--- config.mk ---
export PLATFORM = sky130hd
export DESIGN_NAME = uio_bus_arbiter_flat
export DESIGN_NICKNAME = d
export VERILOG_FILES = /design/src/rtl/uio_bus_arbiter_pkg.sv /design/src/rtl/uio_bus_arbiter_if.sv /design/src/rtl/uio_bus_arbiter_rr_pick.sv /design/src/rtl/uio_bus_arbiter.sv /design/src/flat_wrapper.sv
export SDC_FILE = /design/constraint.sdc
export NUM_CORES = 1
export LEC_CHECK = 0
export BUFFER_PORTS_ARGS = -buffer_cell sky130_fd_sc_hd__buf_2
export CAP_MARGIN = 20
export CORE_AREA = 8 8 73 75
export DETAILED_ROUTE_END_ITERATION = 16
export DIE_AREA = 0 0 81 83
export GPL_ROUTABILITY_DRIVEN = 0
export PLACE_DENSITY_LB_ADDON = 0.3
export SLEW_MARGIN = 10
export SYNTH_ARGS = -nofsm -noshare
export SYNTH_HDL_FRONTEND = slang
export SYNTH_SLANG_ARGS = --single-unit
export TNS_END_PERCENT = 10
--- constraint.sdc ---
create_clock -name clk -period 7.4 [get_ports clk]
set_clock_uncertainty 0.05 [all_clocks]
set_input_delay 1.11 -clock clk [delete_from_list [all_inputs] [get_ports clk]]
set_output_delay 1.11 -clock clk [all_outputs]
set_load 0.01 [all_outputs]
--- src/rtl/uio_bus_arbiter_pkg.sv ---
`default_nettype none
// ============================================================================
// Module      : uio_arb_pkg
// Description : Shared types and constants for the uio pad-sharing arbiter.
// Revision    : 1.0 - initial release
// ============================================================================
package uio_arb_pkg;

  localparam int UIO_W = 8;

  localparam logic DIR_IN  = 1'b0;
  localparam logic DIR_OUT = 1'b1;

  typedef enum logic [1:0] {
    ST_IDLE = 2'd0,
    ST_TURN = 2'd1,
    ST_XFER = 2'd2
  } arb_state_t;

  // Encodes a one-hot vector of up to eight requesters into an index.
  function automatic logic [2:0] oh8_to_idx(input logic [7:0] oh);
    logic [2:0] idx;
    idx = '0;
    for (int i = 0; i < 8; i++) begin
      if (oh[i]) idx = 3'(i);
    end
    return idx;
  endfunction

endpackage
`default_nettype wire

--- src/rtl/uio_bus_arbiter_if.sv ---
`default_nettype none
// ============================================================================
// Module      : uio_bus_arbiter_if
// Description : Requester handshake and pad-side signals of the uio arbiter.
// Revision    : 1.0 - initial release
// ============================================================================
interface uio_bus_arbiter_if #(
  parameter int NUM_REQ = 4
) ();

  logic                                  ena;
  logic [NUM_REQ-1:0]                    req;
  logic [NUM_REQ-1:0]                    req_dir;
  logic [NUM_REQ-1:0]                    req_last;
  logic [uio_arb_pkg::UIO_W*NUM_REQ-1:0] wdata;
  logic [NUM_REQ-1:0]                    gnt;
  logic [uio_arb_pkg::UIO_W-1:0]         rdata;
  logic [NUM_REQ-1:0]                    rvalid;
  logic [uio_arb_pkg::UIO_W-1:0]         uio_in;
  logic [uio_arb_pkg::UIO_W-1:0]         uio_out;
  logic [uio_arb_pkg::UIO_W-1:0]         uio_oe;

  // Requesters plus pad driver side.
  modport master (
    output ena, req, req_dir, req_last, wdata, uio_in,
    input  gnt, rdata, rvalid, uio_out, uio_oe
  );

  // Arbiter side.
  modport slave (
    input  ena, req, req_dir, req_last, wdata, uio_in,
    output gnt, rdata, rvalid, uio_out, uio_oe
  );

endinterface
`default_nettype wire

--- src/rtl/uio_bus_arbiter_rr_pick.sv ---
`default_nettype none
// ============================================================================
// Module      : rr_pick
// Description : Combinational round-robin picker; lowest index at/after ptr.
// Revision    : 1.0 - initial release
// ============================================================================
module rr_pick #(
  parameter int N     = 4,
  parameter int PTR_W = 2
) (
  input  logic [N-1:0]     req,
  input  logic [PTR_W-1:0] ptr,
  output logic [N-1:0]     win,
  output logic             any
);

  localparam logic [PTR_W:0] c_n = (PTR_W+1)'(N);

  logic [PTR_W:0] w_sum;

  assign any = |req;

  // Walk offsets from farthest to nearest so the nearest request overrides.
  always_comb begin
    win   = '0;
    w_sum = '0;
    for (int k = N - 1; k >= 0; k--) begin
      w_sum = {1'b0, ptr} + (PTR_W+1)'(k);
      if (w_sum >= c_n) w_sum = w_sum - c_n;
      if (req[w_sum[PTR_W-1:0]]) begin
        win                   = '0;
        win[w_sum[PTR_W-1:0]] = 1'b1;
      end
    end
  end

endmodule
`default_nettype wire

--- src/rtl/uio_bus_arbiter.sv ---
`default_nettype none
// ============================================================================
// Module      : uio_bus_arbiter
// Description : Round-robin burst scheduler sharing the 8 uio pads.
// Revision    : 1.0 - initial release
// ============================================================================
module uio_bus_arbiter
  import uio_arb_pkg::*;
#(
  parameter int NUM_REQ    = 4,
  parameter int MAX_BURST  = 4,
  parameter int TURNAROUND = 1
) (
  input  logic              clk,
  input  logic              rst,
  uio_bus_arbiter_if.slave  bus
);

  localparam int c_ptr_w  = $clog2(NUM_REQ);
  localparam int c_beat_w = $clog2(MAX_BURST + 1);

  localparam logic [c_beat_w-1:0] c_last_beat = c_beat_w'(MAX_BURST - 1);
  localparam logic [c_ptr_w-1:0]  c_ptr_max   = c_ptr_w'(NUM_REQ - 1);
  localparam logic [1:0]          c_turn_init = 2'((TURNAROUND > 0) ? TURNAROUND - 1 : 0);
  localparam logic                c_has_turn  = (TURNAROUND > 0);

  arb_state_t            r_state;
  arb_state_t            w_state_nxt;
  logic [c_ptr_w-1:0]    r_ptr;
  logic [c_ptr_w-1:0]    w_ptr_nxt;
  logic [c_ptr_w-1:0]    r_owner;
  logic [c_ptr_w-1:0]    w_owner_nxt;
  logic                  r_cur_dir;
  logic                  w_dir_nxt;
  logic [c_beat_w-1:0]   r_beats;
  logic [c_beat_w-1:0]   w_beats_nxt;
  logic [1:0]            r_turn_cnt;
  logic [1:0]            w_turn_nxt;

  logic [UIO_W-1:0]      r_uio_out;
  logic [UIO_W-1:0]      r_uio_oe;
  logic [UIO_W-1:0]      r_rdata;
  logic [NUM_REQ-1:0]    r_rvalid;

  logic [NUM_REQ-1:0]    w_win;
  logic                  w_any;
  logic [c_ptr_w-1:0]    w_win_idx;
  logic [NUM_REQ-1:0]    w_owner_oh;
  logic [NUM_REQ-1:0]    w_gnt;
  logic                  w_beat;
  logic                  w_owner_req;
  logic                  w_owner_last;
  logic [UIO_W-1:0]      w_owner_wdata;

  rr_pick #(
    .N     (NUM_REQ),
    .PTR_W (c_ptr_w)
  ) u_pick (
    .req (bus.req),
    .ptr (r_ptr),
    .win (w_win),
    .any (w_any)
  );

  assign w_win_idx     = c_ptr_w'(oh8_to_idx(8'(w_win)));
  assign w_owner_oh    = NUM_REQ'(1) << r_owner;
  assign w_owner_req   = bus.req[r_owner];
  assign w_owner_last  = bus.req_last[r_owner];
  assign w_owner_wdata = bus.wdata[{r_owner, 3'b000} +: UIO_W];

  // Next-state, burst bookkeeping and grant.
  always_comb begin
    w_state_nxt = r_state;
    w_ptr_nxt   = r_ptr;
    w_owner_nxt = r_owner;
    w_dir_nxt   = r_cur_dir;
    w_beats_nxt = r_beats;
    w_turn_nxt  = r_turn_cnt;
    w_gnt       = '0;
    w_beat      = 1'b0;

    unique case (r_state)
      ST_IDLE: begin
        if (bus.ena && w_any) begin
          w_owner_nxt = w_win_idx;
          w_dir_nxt   = bus.req_dir[w_win_idx];
          w_beats_nxt = '0;
          w_turn_nxt  = c_turn_init;
          if (c_has_turn && (bus.req_dir[w_win_idx] != r_cur_dir)) begin
            w_state_nxt = ST_TURN;
          end else begin
            w_state_nxt = ST_XFER;
          end
        end
      end

      ST_TURN: begin
        if (r_turn_cnt == 2'd0) begin
          w_state_nxt = ST_XFER;
        end else begin
          w_turn_nxt = r_turn_cnt - 2'd1;
        end
      end

      ST_XFER: begin
        if (w_owner_req) begin
          w_beat      = 1'b1;
          w_gnt       = w_owner_oh;
          w_beats_nxt = r_beats + c_beat_w'(1);
        end
        // A dropped request ends the burst without a beat in that cycle.
        if (!w_owner_req || w_owner_last || (r_beats == c_last_beat)) begin
          w_state_nxt = ST_IDLE;
          w_ptr_nxt   = (r_owner == c_ptr_max) ? '0 : r_owner + c_ptr_w'(1);
        end
      end

      default: w_state_nxt = ST_IDLE;
    endcase

    if (rst) begin
      w_gnt  = '0;
      w_beat = 1'b0;
    end
  end

  always_ff @(posedge clk) begin
    if (rst) begin
      r_state    <= ST_IDLE;
      r_ptr      <= '0;
      r_owner    <= '0;
      r_cur_dir  <= DIR_IN;
      r_beats    <= '0;
      r_turn_cnt <= '0;
    end else begin
      r_state    <= w_state_nxt;
      r_ptr      <= w_ptr_nxt;
      r_owner    <= w_owner_nxt;
      r_cur_dir  <= w_dir_nxt;
      r_beats    <= w_beats_nxt;
      r_turn_cnt <= w_turn_nxt;
    end
  end

  // Pad and read-data registers; oe is only high the cycle after an out beat.
  always_ff @(posedge clk) begin
    if (rst) begin
      r_uio_out <= '0;
      r_uio_oe  <= '0;
      r_rdata   <= '0;
      r_rvalid  <= '0;
    end else begin
      r_uio_oe <= (w_beat && (r_cur_dir == DIR_OUT)) ? {UIO_W{1'b1}} : '0;
      r_rvalid <= (w_beat && (r_cur_dir == DIR_IN)) ? w_owner_oh : '0;
      if (w_beat && (r_cur_dir == DIR_OUT)) r_uio_out <= w_owner_wdata;
      if (w_beat && (r_cur_dir == DIR_IN))  r_rdata   <= bus.uio_in;
    end
  end

  assign bus.gnt     = w_gnt;
  assign bus.uio_out = r_uio_out;
  assign bus.uio_oe  = r_uio_oe;
  assign bus.rdata   = r_rdata;
  assign bus.rvalid  = r_rvalid;

endmodule
`default_nettype wire

--- src/flat_wrapper.sv ---
// flat-port wrapper written by rule: the top's interface ports become plain ports
module uio_bus_arbiter_flat import uio_arb_pkg::*;
#(
  parameter int NUM_REQ    = 4,
  parameter int MAX_BURST  = 4,
  parameter int TURNAROUND = 1
)
  (clk, rst, bus_ena, bus_req, bus_req_dir, bus_req_last, bus_wdata, bus_uio_in, bus_gnt, bus_rdata, bus_rvalid, bus_uio_out, bus_uio_oe);
  uio_bus_arbiter_if #(.NUM_REQ(NUM_REQ)) bus_i ();
  input  logic clk;
  input  logic rst;
  input wire logic [$bits(bus_i.ena)-1:0] bus_ena;
  input wire logic [$bits(bus_i.req)-1:0] bus_req;
  input wire logic [$bits(bus_i.req_dir)-1:0] bus_req_dir;
  input wire logic [$bits(bus_i.req_last)-1:0] bus_req_last;
  input wire logic [$bits(bus_i.wdata)-1:0] bus_wdata;
  input wire logic [$bits(bus_i.uio_in)-1:0] bus_uio_in;
  output wire logic [$bits(bus_i.gnt)-1:0] bus_gnt;
  output wire logic [$bits(bus_i.rdata)-1:0] bus_rdata;
  output wire logic [$bits(bus_i.rvalid)-1:0] bus_rvalid;
  output wire logic [$bits(bus_i.uio_out)-1:0] bus_uio_out;
  output wire logic [$bits(bus_i.uio_oe)-1:0] bus_uio_oe;
  assign bus_i.ena = bus_ena;
  assign bus_i.req = bus_req;
  assign bus_i.req_dir = bus_req_dir;
  assign bus_i.req_last = bus_req_last;
  assign bus_i.wdata = bus_wdata;
  assign bus_i.uio_in = bus_uio_in;
  assign bus_gnt = bus_i.gnt;
  assign bus_rdata = bus_i.rdata;
  assign bus_rvalid = bus_i.rvalid;
  assign bus_uio_out = bus_i.uio_out;
  assign bus_uio_oe = bus_i.uio_oe;
  uio_bus_arbiter #(.NUM_REQ(NUM_REQ), .MAX_BURST(MAX_BURST), .TURNAROUND(TURNAROUND)) u_core (.clk(clk), .rst(rst), .bus(bus_i));
endmodule
==> flow_summary_export.csv <==
group,metric,value,unit
critical_path,crit_fanout,7,
synthesis,synth_area,0.002090,mm²
clock_tree,htree_num_levels,2,
pwr,vdd_drop_max,116.6,µV
pwr,power_density,249.3,mW/mm²
route,route.vias.total,1786,
sta,slew_headroom,0.4766,
critical_path,critical_path_class,"input port to output port",
global_routing,grt_usage,0.1475,
critical_path,slowest_delay,0.52,ns
critical_path,critical_path_required,6.24,ns
synthesis,yosysSeqAreaShare,0.3162,
route,drc,0,
synthesis,synth-seq-cells,33,
critical_path,critPathMostFrequentCell,"buf_2",
sta,fin_crit_sh,0.4813,
critical_path,path_delay_family,"simple AND/OR/NAND/NOR gates",
pwr,p_leak,0.001197,µW
clock_tree,cts.path.max_buffers,2,
clock_tree,cts_setup_buffers,0,
synthesis,synth_area_per_cell,9.585,µm²
min_path,hold_class,"flop to flop",
route,detail-route-antenna-nets,0,
clock_tree,cts.sinks,33,
floorplanning,dieArea,0.006723,mm²
synthesis,synth_area_leaders,"dfxtp_1 (32%), mux4_2 (14%), ha_1 (8.4%), nand2_1 (6.5%), nand3b_1 (4.3%)",
global_routing,grt-ovfl-total,0,
global_routing,grt_pass1_wl,8176,µm
clock_tree,cts_made_buffers,5,
route,routed_wl,4910,µm
floorplanning,rows,24,
synthesis,synthCells,218,
synthesis,synth.distinct_cells,39,
cells_and_area,diodes,0,
sta,grt_setup_unrepaired,"false",
clock_tree,cts_root_buffer,"clkbuf_8",
sta,period_minus_slack,3.562,ns
cells_and_area,multi_input_area,0.001272,mm²
clock_tree,clock_latency,0.28,ns
synthesis,ys_async_sr_fraction,0,
sta,maxClockFrequency,280.8,MHz
global_routing,antenna_found_initial,0,
clock_tree,holdBufCountCts,0,
critical_path,cp-start-kind,"input port",
critical_path,end_kind,"output port",
critical_path,crit_slowest_cell,"nor3b_1",
global_routing,grt_start_max_net_pins,32,
floorplanning,die_h,83,µm
route,dr.pass1.iters,4,
cells_and_area,fin_util,0.6051,
pwr,p_total,634.1,µW
synthesis,synth.top_cell.area_share,0.3162,
cells_and_area,nNetsFinal,363,
clock_tree,cts_resized,0,
cells_and_area,area_growth,21.74,%
clock_tree,cts_tree,"yes",
floorplanning,ioPinCount,87,
synthesis,synth-main-ff-cell,"dfxtp_1",
place,port_buffers,86,
critical_path,path_cells,"buf_2 -> mux4_2 -> nor3b_1 -> and2_1 -> buf_2",
floorplanning,fp.dieW,81,µm
sta,drv_slew,0,
sta,tightest_slew,0.7840,ns
floorplanning,core,0.004204,mm²
route,drt_iter0_markers,83,
run_status,status,"finished, final reports clean",
synthesis,synth_top_area_cell,"dfxtp_1",
route,wire_per_inst,14.23,µm
cells_and_area,drive_gt1_frac,0.3959,
synthesis,synth_edf_count,0,
synthesis,yosysWarnings,0,
cells_and_area,regArea,660.6,µm²
critical_path,arrival,2.40,ns
sta,hold_violations,0,
cells_and_area,fillers,391,
route,drt-vias-per-instance,5.177,
critical_path,crit_buf_inv,2,
clock_tree,clk_pin_slew,0.07,ns
global_routing,grt_pass1_vias,1855,
sta,whs,0.4036,ns
sta,finalSetupTns,0,ns
floorplanning,start_util,0.4970,
job,maxCapViolCount,0,
sta,setup_violations,0,
synthesis,synth_fp_nets,287,
place,dp.final_hpwl,3926,µm
-- worst paths after layout --
kind / startpoint / end / slack, ns / cells after the start
worst max-delay path: bus_req[2] / bus_gnt[2] / 3.84 / 5
worst min-delay path: u_core.bus.uio_out[2]$_SDFFE_PP0P_ / u_core.bus.uio_out[2]$_SDFFE_PP0P_ / 0.40 / 2
worst max register to register: u_core.r_ptr[0]$_SDFFE_PP0P_ / u_core.r_state[1]$_SDFFE_PP0P_ / 4.59 / 9
worst min register to register: u_core.bus.uio_out[2]$_SDFFE_PP0P_ / u_core.bus.uio_out[2]$_SDFFE_PP0P_ / 0.40 / 2
-- cell usage after synthesis (4+ instances only) --
| cell type | number |
|---|---|
| nand2_1 | 36 |
| dfxtp_1 | 33 |
| nor2_1 | 16 |
| ha_1 | 14 |
| a21oi_1 | 13 |
| mux4_2 | 13 |
| nand3b_1 | 12 |
| inv_1 | 9 |
| buf_4 | 7 |
| and2_1 | 6 |
| nor2b_1 | 6 |
| clkbuf_1 | 5 |
| nand2b_1 | 5 |
| mux2i_1 | 4 |
| nor3b_1 | 4 |
-- per-stage QoR --
step	cell area [µm²]	instances	setup WS, ns
3_3_place_gp	2470	339	3.881
2_1_floorplan	2090	218	4.268
5_1_grt	2544	345	3.608
3_5_place_dp	2470	339	3.842
6_report	2544	345	3.838
4_1_cts	2544	345	3.819
-- logic make-up (layout without fill, tap and decap cells) --
| logic type | Yosys count | count (layout) | share of synthesized area |
|---|---|---|---|
| fa+ha+maj | 14 | 14 | 0.08383 |
| flops | 33 | 33 | 0.3162 |
| simple gates | 95 | 95 | 0.2377 |
| buf+inv | 28 | 103 | 0.07485 |
| compound gates | 30 | 30 | 0.1156 |
| mux | 18 | 18 | 0.1719 |
-- sequential cells by signal, indices dropped and copies added, names as in the netlist --
name and cells:
u_core.r_turn_cnt 2, u_core.r_owner 2, u_core.bus.rdata 8, u_core.r_cur_dir 1, u_core.bus.uio_oe 1, u_core.r_state 2
u_core.r_beats 3, u_core.bus.rvalid 4, u_core.bus.uio_out 8, u_core.r_ptr 2
-- area by class of cell --
cell class	count	area share
Timing Repair Buffer	86	0.1692
Multi-Input combinational cell	157	0.5002
Clock inverter	1	0.001968
Tap cell	52	0.02558
Clock buffer	5	0.02705
Inverter	11	0.01623
Sequential cell	33	0.2597
-- report_power, final --
group          internal [µW]  switching (µW)
registers                200            46.5
clock network           61.8            60.1
logic                    140             127
-- cell usage in the layout, fill, tap and decap left out, drive strengths merged --
master and instances:
a211oi 5, a21oi 14, a221oi 1, a31o 1, a31oi 2, and2 7
buf 86, clkbuf 5, clkinv 1, dfxtp 33, ha 14, inv 11
mux2i 4, mux4 14, nand2 36, nand2b 5, nand3 2, nand3b 13
nor2 16, nor2b 6, nor3 3, nor3b 4, o21a 1, o21ai 2
o221ai 2, o311ai 1, o41ai 1, or3 2, or3b 1
-- tightest hold or removal path: stages, from the launching register on --
cell,delay (ns)
dfxtp_1,0.31
nand2_1,0.05
a21oi_1,0.05
-- per-layer routing --
metal,global-route usage,part of all wire
met2,0.2453,0.47
met4,0.03415,0.0086
met1,0.1710,0.42
met5,0,0
met3,0.05819,0.097
(Power assumes the default switching activity.)
